**src/rtl/nest_pkg.sv**
```systemverilog
// Shared definitions for the keyword-nesting checker: kind and error encodings,
// ASCII class constants, keyword strings and character helpers.
package nest_pkg;

  localparam logic [1:0] KIND_BEGIN = 2'd0;
  localparam logic [1:0] KIND_CASE  = 2'd1;
  localparam logic [1:0] KIND_FORK  = 2'd2;

  localparam logic [1:0] ERR_NONE     = 2'd0;
  localparam logic [1:0] ERR_UNDER    = 2'd1;
  localparam logic [1:0] ERR_MISMATCH = 2'd2;
  localparam logic [1:0] ERR_OVER     = 2'd3;

  localparam logic [7:0] CH_UP_A  = 8'h41;
  localparam logic [7:0] CH_UP_Z  = 8'h5A;
  localparam logic [7:0] CH_LO_A  = 8'h61;
  localparam logic [7:0] CH_LO_Z  = 8'h7A;
  localparam logic [7:0] CH_0     = 8'h30;
  localparam logic [7:0] CH_9     = 8'h39;
  localparam logic [7:0] CH_US    = 8'h5F;
  localparam logic [7:0] CASE_BIT = 8'h20;

  // Keywords are right-aligned: the last character sits in the low byte.
  localparam logic [55:0] KW_BEGIN   = {16'h0, "begin"};
  localparam logic [55:0] KW_END     = {32'h0, "end"};
  localparam logic [55:0] KW_CASE    = {24'h0, "case"};
  localparam logic [55:0] KW_ENDCASE = "endcase";
  localparam logic [55:0] KW_FORK    = {24'h0, "fork"};
  localparam logic [55:0] KW_JOIN    = {24'h0, "join"};

  localparam int LEN_BEGIN   = 5;
  localparam int LEN_END     = 3;
  localparam int LEN_CASE    = 4;
  localparam int LEN_ENDCASE = 7;
  localparam int LEN_FORK    = 4;
  localparam int LEN_JOIN    = 4;

  function automatic logic is_word_char(input logic [7:0] c);
    return ((c >= CH_UP_A) && (c <= CH_UP_Z)) || ((c >= CH_LO_A) && (c <= CH_LO_Z)) ||
           ((c >= CH_0) && (c <= CH_9)) || (c == CH_US);
  endfunction

  function automatic logic [7:0] to_lower(input logic [7:0] c);
    return ((c >= CH_UP_A) && (c <= CH_UP_Z)) ? (c | CASE_BIT) : c;
  endfunction

endpackage

```
**src/rtl/nest_kw_decode.sv**
```systemverilog
// Combinational keyword classifier: maps the buffered word to opener/closer
// flags and the keyword-pair kind.
module nest_kw_decode
  import nest_pkg::*;
#(
  parameter int MAXLEN = 8,
  localparam int LW = $clog2(MAXLEN + 1)
) (
  input  logic [8*MAXLEN-1:0] word,
  input  logic [LW-1:0]       len,
  input  logic                overlong,
  output logic                is_open,
  output logic                is_close,
  output logic [1:0]          kind
);

  // Buffer byte i holds the i-th character of the word.
  function automatic logic kw_match(input logic [8*MAXLEN-1:0] w, input logic [LW-1:0] l,
                                    input logic [55:0] kw, input int kw_len);
    logic m;
    m = (int'(l) == kw_len);
    for (int i = 0; i < MAXLEN; i++) begin
      m = m & ((i >= kw_len) || (8'(w >> (8 * i)) == 8'(kw >> (8 * (kw_len - 1 - i)))));
    end
    return m;
  endfunction

  // Classify the buffered word; overlong words are never keywords.
  always_comb begin
    is_open  = 1'b0;
    is_close = 1'b0;
    kind     = KIND_BEGIN;
    if (overlong) begin
      is_open = 1'b0;
    end else if (kw_match(word, len, KW_BEGIN, LEN_BEGIN)) begin
      is_open = 1'b1;
      kind    = KIND_BEGIN;
    end else if (kw_match(word, len, KW_CASE, LEN_CASE)) begin
      is_open = 1'b1;
      kind    = KIND_CASE;
    end else if (kw_match(word, len, KW_FORK, LEN_FORK)) begin
      is_open = 1'b1;
      kind    = KIND_FORK;
    end else if (kw_match(word, len, KW_END, LEN_END)) begin
      is_close = 1'b1;
      kind     = KIND_BEGIN;
    end else if (kw_match(word, len, KW_ENDCASE, LEN_ENDCASE)) begin
      is_close = 1'b1;
      kind     = KIND_CASE;
    end else if (kw_match(word, len, KW_JOIN, LEN_JOIN)) begin
      is_close = 1'b1;
      kind     = KIND_FORK;
    end else begin
      is_close = 1'b0;
    end
  end

endmodule

```
**config.mk**
```make
export PLATFORM = sky130hd
export DESIGN_NAME = nest_kw_decode
export DESIGN_NICKNAME = d
export VERILOG_FILES = /design/src/rtl/nest_pkg.sv /design/src/rtl/nest_kw_decode.sv
export SDC_FILE = /design/constraint.sdc
export NUM_CORES = 1
export LEC_CHECK = 0
export CAP_MARGIN = 15
export CORE_MARGIN = 5
export CORE_UTILIZATION = 25
export DETAILED_ROUTE_END_ITERATION = 6
export GPL_TIMING_DRIVEN = 0
export PLACE_DENSITY = 0.95
export SLEW_MARGIN = 10
export SYNTH_ARGS = -nofsm -noshare
export SYNTH_HDL_FRONTEND = slang
export SYNTH_SLANG_ARGS = --single-unit
```
**constraint.sdc**
```tcl
create_clock -name vclk -period 3.9
set_input_delay 0.585 -clock vclk [all_inputs]
set_output_delay 0.585 -clock vclk [all_outputs]
set_load 0.01 [all_outputs]
```
Word level (Yosys, flattened, before mapping)
Cells that the tools add are included.
- flip-flop bits (word level): 0
- input port bits: 69
- output and inout bits: 4
- word-level logic and storage cells: 72
- eq/ne operators: 27
- mux-type cells: 18
- bitwise logic cells: 27
- operators with widths (cell ; count):
    $eq 8x7->1 const B ; 23
    $and 1x1->1 ; 27
    $mux 2 ; 7
    $eq 4x4->1 const B ; 3
    $mux 1 ; 11
    $eq 4x3->1 const B ; 1

Depth between registers and ports, before layout
Gate-level depths: netlist (run 1).
- depth in word-level cells: 14
- depth in mapped cells: 5
- gate-level depth less buffers: 5

Least setup slack after synthesis (run 1)
No wires, ideal clock.
- path type: input-to-output
- start point: input word[26]
- end point: output kind[0]
- data arrival time: 1.842 ns
- setup slack: 1.473 ns
- stages: 4
- path buffers: 0
- cells stage by stage: or4b_1 nor4_1 nand3_1 a221oi_2
- word-level cells in the longest chain between the ends: 11
- ends and longest elaborated chain (item ; line ; source):
    from (decl) ; nest_kw_decode.sv:9 ; input logic [8*MAXLEN-1:0] word,
    $eq 8x7->1 ; nest_kw_decode.sv:23 ; m = m & ((i >= kw_len) || (8'(w >> (8 * i)) == 8'(kw >> (8 * (kw_len - 1 - i)))));
    $and 1x1->1 (4 in a row) ; nest_kw_decode.sv:23 ;
    $mux 2 ; nest_kw_decode.sv:47 ; end else if (kw_match(word, len, KW_ENDCASE, LEN_ENDCASE)) begin
    $mux 2 ; nest_kw_decode.sv:44 ; end else if (kw_match(word, len, KW_END, LEN_END)) begin
    $mux 2 ; nest_kw_decode.sv:41 ; end else if (kw_match(word, len, KW_FORK, LEN_FORK)) begin
    $mux 2 ; nest_kw_decode.sv:38 ; end else if (kw_match(word, len, KW_CASE, LEN_CASE)) begin
    $mux 2 (*) ; nest_kw_decode.sv:35 ; end else if (kw_match(word, len, KW_BEGIN, LEN_BEGIN)) begin
    $mux 2 (*) ; nest_kw_decode.sv:33 ; if (overlong) begin
    to (decl) ; nest_kw_decode.sv:14 ; output logic [1:0] kind
Mark *: on every way between the ends. The rest lies on a longest branch, timed or not.

Worst setup path after layout (run 1)
Same ends and word-level chain as after synthesis.

==> summary.txt, run 1 <==
Logic synthesis
  • Syn Area/Cell: roughly 7.4 um^2
  • Cells after Synth: 61
  • Synth warn: 0
  • Library cells used by synthesis: 25
  • Synth Net Count: 130
  • Mapped Area: 449 um^2
  • Register area share after synthesis: 0%

Timing
  • RSZ-0062 raised after global routing: no
  • Final setup violation count: 0
  • Final min period: 3.54 ns
  • Slew margin rel.: 70.1%
  • Tcrit/Tclk final: about nine tenths
  • Endpoints failing hold: 0
  • Max-slew violation count: 0
  • Worst slew pin tran: 0.443 ns
  • Final worst slack: 0.362 ns
  • Max Clock Freq: between 0.2 and 0.3 GHz
  • Setup TNS: 0 ns

Setup path
  • Startpoint types: input pin
  • Most common cell on crit path: clkdlybuf4s50_1
  • CP required: 3.31 ns
  • Critical path arrival: 2.95 ns
  • Worst-path cell chain: clkdlybuf4s50_1 -> or4b_1 -> nor4_1 -> nand3_1 -> a221oi_2 -> clkdlybuf4s50_1
  • Crit-path max FO: 4
  • Top delay family on crit path: buffers and inverters
  • Buf/Inv on CP: 2
  • CP max stage cell: clkdlybuf4s50_1
  • Cell depth of the worst setup path: 6
  • Critical Setup Path Class: in2out
  • Endpoint type of the worst setup path: output pin
  • Largest stage delay, worst path: 0.58 ns

Final layout
  • Layout cells sized above 1: 2.38%
  • FF/Latch Area: 0 um^2
  • Clock buffers: 0
  • Most common cell after layout, fill and taps aside: clkdlybuf4s50_1
  • Nets: 197
  • ANT cells: 0
  • Area of the multi-input gates: between 400 and 500 um^2
  • Seq cells: 0
  • Most frequent cells in the layout: 65 x clkdlybuf4s50_1, 8 x nor4bb_1, 7 x nor2_1, 7 x nand4_1, 6 x nand2_1
  • Area grow syn2layout: 152%
  • Filler instances: about 150

Floorplan
  • Initial Util: about a quarter
  • Core ar.: 0.00173 mm^2
  • Die Wd: 52.4 um
  • FP Rows: 15
  • Io pins: 73
  • Die height: about 52 um
  • DIE AREA: 0.00274 mm^2

Pwr
  • Proportion of power drawn by combinational gates: 100.0%
  • VDD IR max: between 40 and 50 uV
  • Int Power: about 62 uW
  • Pwr Density: 71.4 mW/mm^2
  • Net Sw Frac: 23.1%
  • Static Leak: 0.377 nW
  • Clock power frac: 0%
  • Switching pwr: ~19 uW
  • Flop pwr share: 0%

Route
  • DRT Wirelength: 2010 um
  • Vias per cell: between 5 and 6
  • DRT Pass-1 Iters: 5
  • DR vias: 818
  • Avg WL per Cell: around 13 um
  • Initial drt markers: 17
  • DRC: 0
  • Remaining antenna violation count: 0

GRT
  • Initial antenna violation count: 0
  • GR Util met1: 16.7%
  • First-pass GRT wire length: between 3000 and 4000 um
  • Vias in the first global route: 823
  • Grt ovf: 0
  • GRT Max-Usage Layer: met2
  • M2 GR Usage: 26.0%
  • Largest net degree at the start of global routing: 6
  • Met3 GRT Util: 3.70%
  • Gr usage total: 14.2%

Placement
  • Pre-CTS setup slack: between 0.3 and 0.4 ns
  • Final Wtd Congestion: roughly 0.9
  • HPWL after DPL: roughly 1900 um
  • Port bufs: 65

Clock network
  • # Post-CTS Setup Buffers: 0
  • CTS Hold Bufs: 0
  • Resized Gates After CTS: 0

Outcome
  • Status: finished clean

Job
  • MaxCap Viol Count: 0

Hold path
  • Hold Crit Class: in2out
  • Hold path cells: 3
## power groups by stage
stage / Clock [mW] / Sequential (mW) / Combinational [mW]
finish: 0 / 0 / 0.0807
global route: 0 / 0 / 0.0858
CTS: 0 / 0 / 0.0807
floorplan: 0 / 0 / 0.0126
global placement: 0 / 0 / 0.0790
detailed placement: 0 / 0 / 0.0806
## routing by layer
layer | part of all wire, % | routed length [um]
met3 | 12 | 242
met4 | 0.55 | 11
met5 | 0 | 0
met2 | 48 | 957
met1 | 40 | 803
## cell usage after synthesis (all sizes together)
| master | instances | area [um^2] |
|---|---|---|
| o21ba | 1 | 10.0 |
| or4b | 1 | 10.0 |
| nor4bb | 8 | 80.1 |
| a221oi | 1 | 15.0 |
| and4 | 1 | 8.76 |
| nand4b | 1 | 8.76 |
| and3 | 1 | 6.26 |
| nor4b | 4 | 50.1 |
| and3b | 1 | 8.76 |
| and4b | 4 | 40.0 |
| a41oi | 1 | 8.76 |
| and4bb | 1 | 12.5 |
| nor2 | 7 | 26.3 |
| nand2 | 6 | 22.5 |
| nor4 | 3 | 18.8 |
| nor2b | 2 | 12.5 |
| nand3 | 3 | 15.0 |
| o21a | 2 | 15.0 |
| nand4 | 7 | 43.8 |
| a21boi | 1 | 7.51 |
| a21oi | 1 | 5.00 |
| nor3b | 1 | 7.51 |
| nor3 | 2 | 10.0 |
| o22ai | 1 | 6.26 |
## path summary, 6_finish.rpt
kind / start / end / slack (ns)
min: overlong / kind[0] / 2.21
max: word[26] / kind[0] / 0.36
## per-stage QoR
| stage | util [%] | hold slack (ns) | cell area, um^2 | total power [mW] | std cells |
|---|---|---|---|---|---|
| global placement | 65.5 | 2.20 | 1130 | 0.0790 | 151 |
| CTS | 65.5 | 2.21 | 1130 | 0.0807 | 151 |
| global route | 65.5 | 2.25 | 1130 | 0.0858 | 151 |
| detailed placement | 65.5 | 2.21 | 1130 | 0.0806 | 151 |
| floorplan | - | 1.20 | 449 | 0.0126 | 61 |
| finish | 65.5 | 2.21 | 1130 | 0.0807 | 151 |
## layout make-up
cell class                      count  area share (%)
Timing Repair Buffer               65            57.5
Multi-Input combinational cell     61            39.7
Tap cell                           25            2.77
## worst min-delay path: stages
cell and delay [ns]:
clkdlybuf4s50_1 0.51, a221oi_2 0.04, clkdlybuf4s50_1 0.48
## cells by family after synthesis
logic type	count (synthesis)	synth area share (%)
AND/OR/NAND/NOR	53	85.0
AO/OA/AOI/OAI	8	15.0
Note: power is estimated with default switching activity, not from simulation.
==> run 2: changes to the inputs <==
Settings changed: ABC_CLOCK_PERIOD_IN_PS from default to 4300, CAP_MARGIN 15 to 20.
Clock period 3.9 ns to 4.3 ns, I/O delays scaled along.
==> results of run 2 <==
The final DEF is identical to that of run 1. Status: finished clean.
Main changes from that run: setup slack after placement 0.381 ns -> 0.661 ns; setup slack after layout 0.362 ns -> 0.642 ns; hold slack 2.21 ns -> 2.33 ns; total power 0.0807 mW -> 0.0732 mW; worst IR drop on VDD 46.8 uV -> 42.4 uV
==> edit: new RTL, flow settings as in run 1 <==
Change the parameter `MAXLEN` from 8 to 4.
--- a/src/rtl/nest_kw_decode.sv
+++ b/src/rtl/nest_kw_decode.sv
@@ -3,7 +3,7 @@
 module nest_kw_decode
   import nest_pkg::*;
 #(
-  parameter int MAXLEN = 8,
+  parameter int MAXLEN = 4,
   localparam int LW = $clog2(MAXLEN + 1)
 ) (
   input  logic [8*MAXLEN-1:0] word,
Ports: changed (resized len and word); port bits go from 73 to 40. The function was not compared with the original's and may differ.
==> edit against run 1 <==
Synthesized cell count fell by 25%; total power down 34%; die area down 14%; wire length decreased by 26%; worst setup slack improved by 33 ps; highest routed layer is now met3; synthesized area is 18% lower; cell area is 30% lower; first-iteration DRC count down 88%; non-clock buffer count fell by 25; hold slack improved by 17 ps; largest power group unchanged.
==> edit: results (changes against run 1) <==
Yosys warning count 0 (unchanged); # clk buffers 0 (unchanged); Fillers 143 (was 153); DR iter-0 viols 2 (was 17); Slew @ Worst Pin 357 ps (was 443 ps); sequential fraction of the synthesis area 0% (unchanged); # port buffers 40 (was 65); Yosys cell types 24 (was 25); Seq cells 0 (unchanged); worst path arrival time 2920 ps (was 2950 ps); gpl congestion 0.785 (was 0.889); DP HPWL 1.38 mm (was 1.90 mm); drt pass-1 iters 3 (was 5); class of the worst hold path input port to primary output (unchanged); syn nets 82 (was 130); Worst Setup EP is_close (was kind[0]); most instantiated cells after synthesis nand4bb_1, nand4_1 (was nor4bb_1, nand4_1, nor2_1); Setup Fix Bufs, Post-CTS 0 (unchanged); Final nets 124 (was 197); largest net degree at the start of global routing 7 (was 6); drt total wl 1.49 mm (was 2.01 mm); first-pass GRT wire length 2.48 mm (was 3.14 mm); post-synthesis cell count 46 (was 61); number of global-route vias before repair 572 (was 823); Final Util 58.5% (was 65.5%); ant diodes 0 (unchanged); overall routing resource usage 12.0% (was 14.2%); Placed Instances 101 (was 151); Placement Cell Area 790 sq um (was 1130 sq um); HP Start overlong (unchanged); post-DR wirelength/cell 14.8 um (was 13.3 um); CP Max Fanout 3 (was 4); post-CTS sizing 0 (unchanged); routed vias/inst 5.64 (was 5.42); outcome complete, no violations (unchanged); leakage 0.245 nW (was 0.377 nW); share of cells above drive strength 1 8.14% (was 2.38%); start point of the critical path word[18] (was word[26]); Worst IR Drop VDD 0.0356 mV (was 0.0468 mV); Synth area leaders nand4bb_1, nand4_1, nor3_2 (was nor4bb_1, nand4_1, and4b_1); antenna violations before repair 0 (unchanged)
==> edit: power by group <==
group	leakage, nW	switching, mW	internal (mW)
clock network	0	0	0
registers	0	0	0
logic	0.245	0.0149	0.0382
total	0.245	0.0149	0.0382
==> edit: cell type report <==
cell class	count	area share, %
Timing Repair Buffer	40	50.7
Multi-Input combinational cell	43	45.5
Tap cell	15	2.38
Inverter	3	1.43
==> edit: metrics by stage <==
step | hold WS (ps) | total power, mW | setup WS (ps)
finish | 2230 | 0.0531 | 395
global route | 2270 | 0.0569 | 304
CTS | 2240 | 0.0534 | 404
detailed placement | 2240 | 0.0533 | 406
global placement | 2230 | 0.0520 | 474
floorplan | 1200 | 0.0113 | 1450
==> edit: worst min-delay path by stage <==
stage | endpoint | slack (ps) | cells past startpoint
final | kind[1] | 2230 | 3
after floorplan | kind[1] | 1200 | 1
after detailed placement | kind[1] | 2240 | 3
after CTS | kind[1] | 2240 | 3
after global routing | kind[1] | 2270 | 3
after global placement | kind[1] | 2230 | 3
==> edit: cell families (layout without fill, tap and decap cells) <==
group           Yosys count  count (layout)  share of synthesized area (%)
simple gates             36              36                           80.4
buf+inv                   3              43                           3.04
compound gates            7               7                           16.6
==> edit: per-layer routing <==
metal | vias up | track usage [%] | part of all wire, %
met2 | 31 | 22.8 | 49
met5 | - | 0 | 0
met4 | 0 | 0.448 | 0
li1 | 286 | - | -
met1 | 253 | 14.7 | 42
met3 | 0 | 1.83 | 9.3
==> edit: worst max-delay path: stages <==
cell and delay (ps):
clkdlybuf4s50_1 430, or4_1 520, nor4_1 330, nand4_1 190
a211oi_1 280, clkdlybuf4s50_1 580
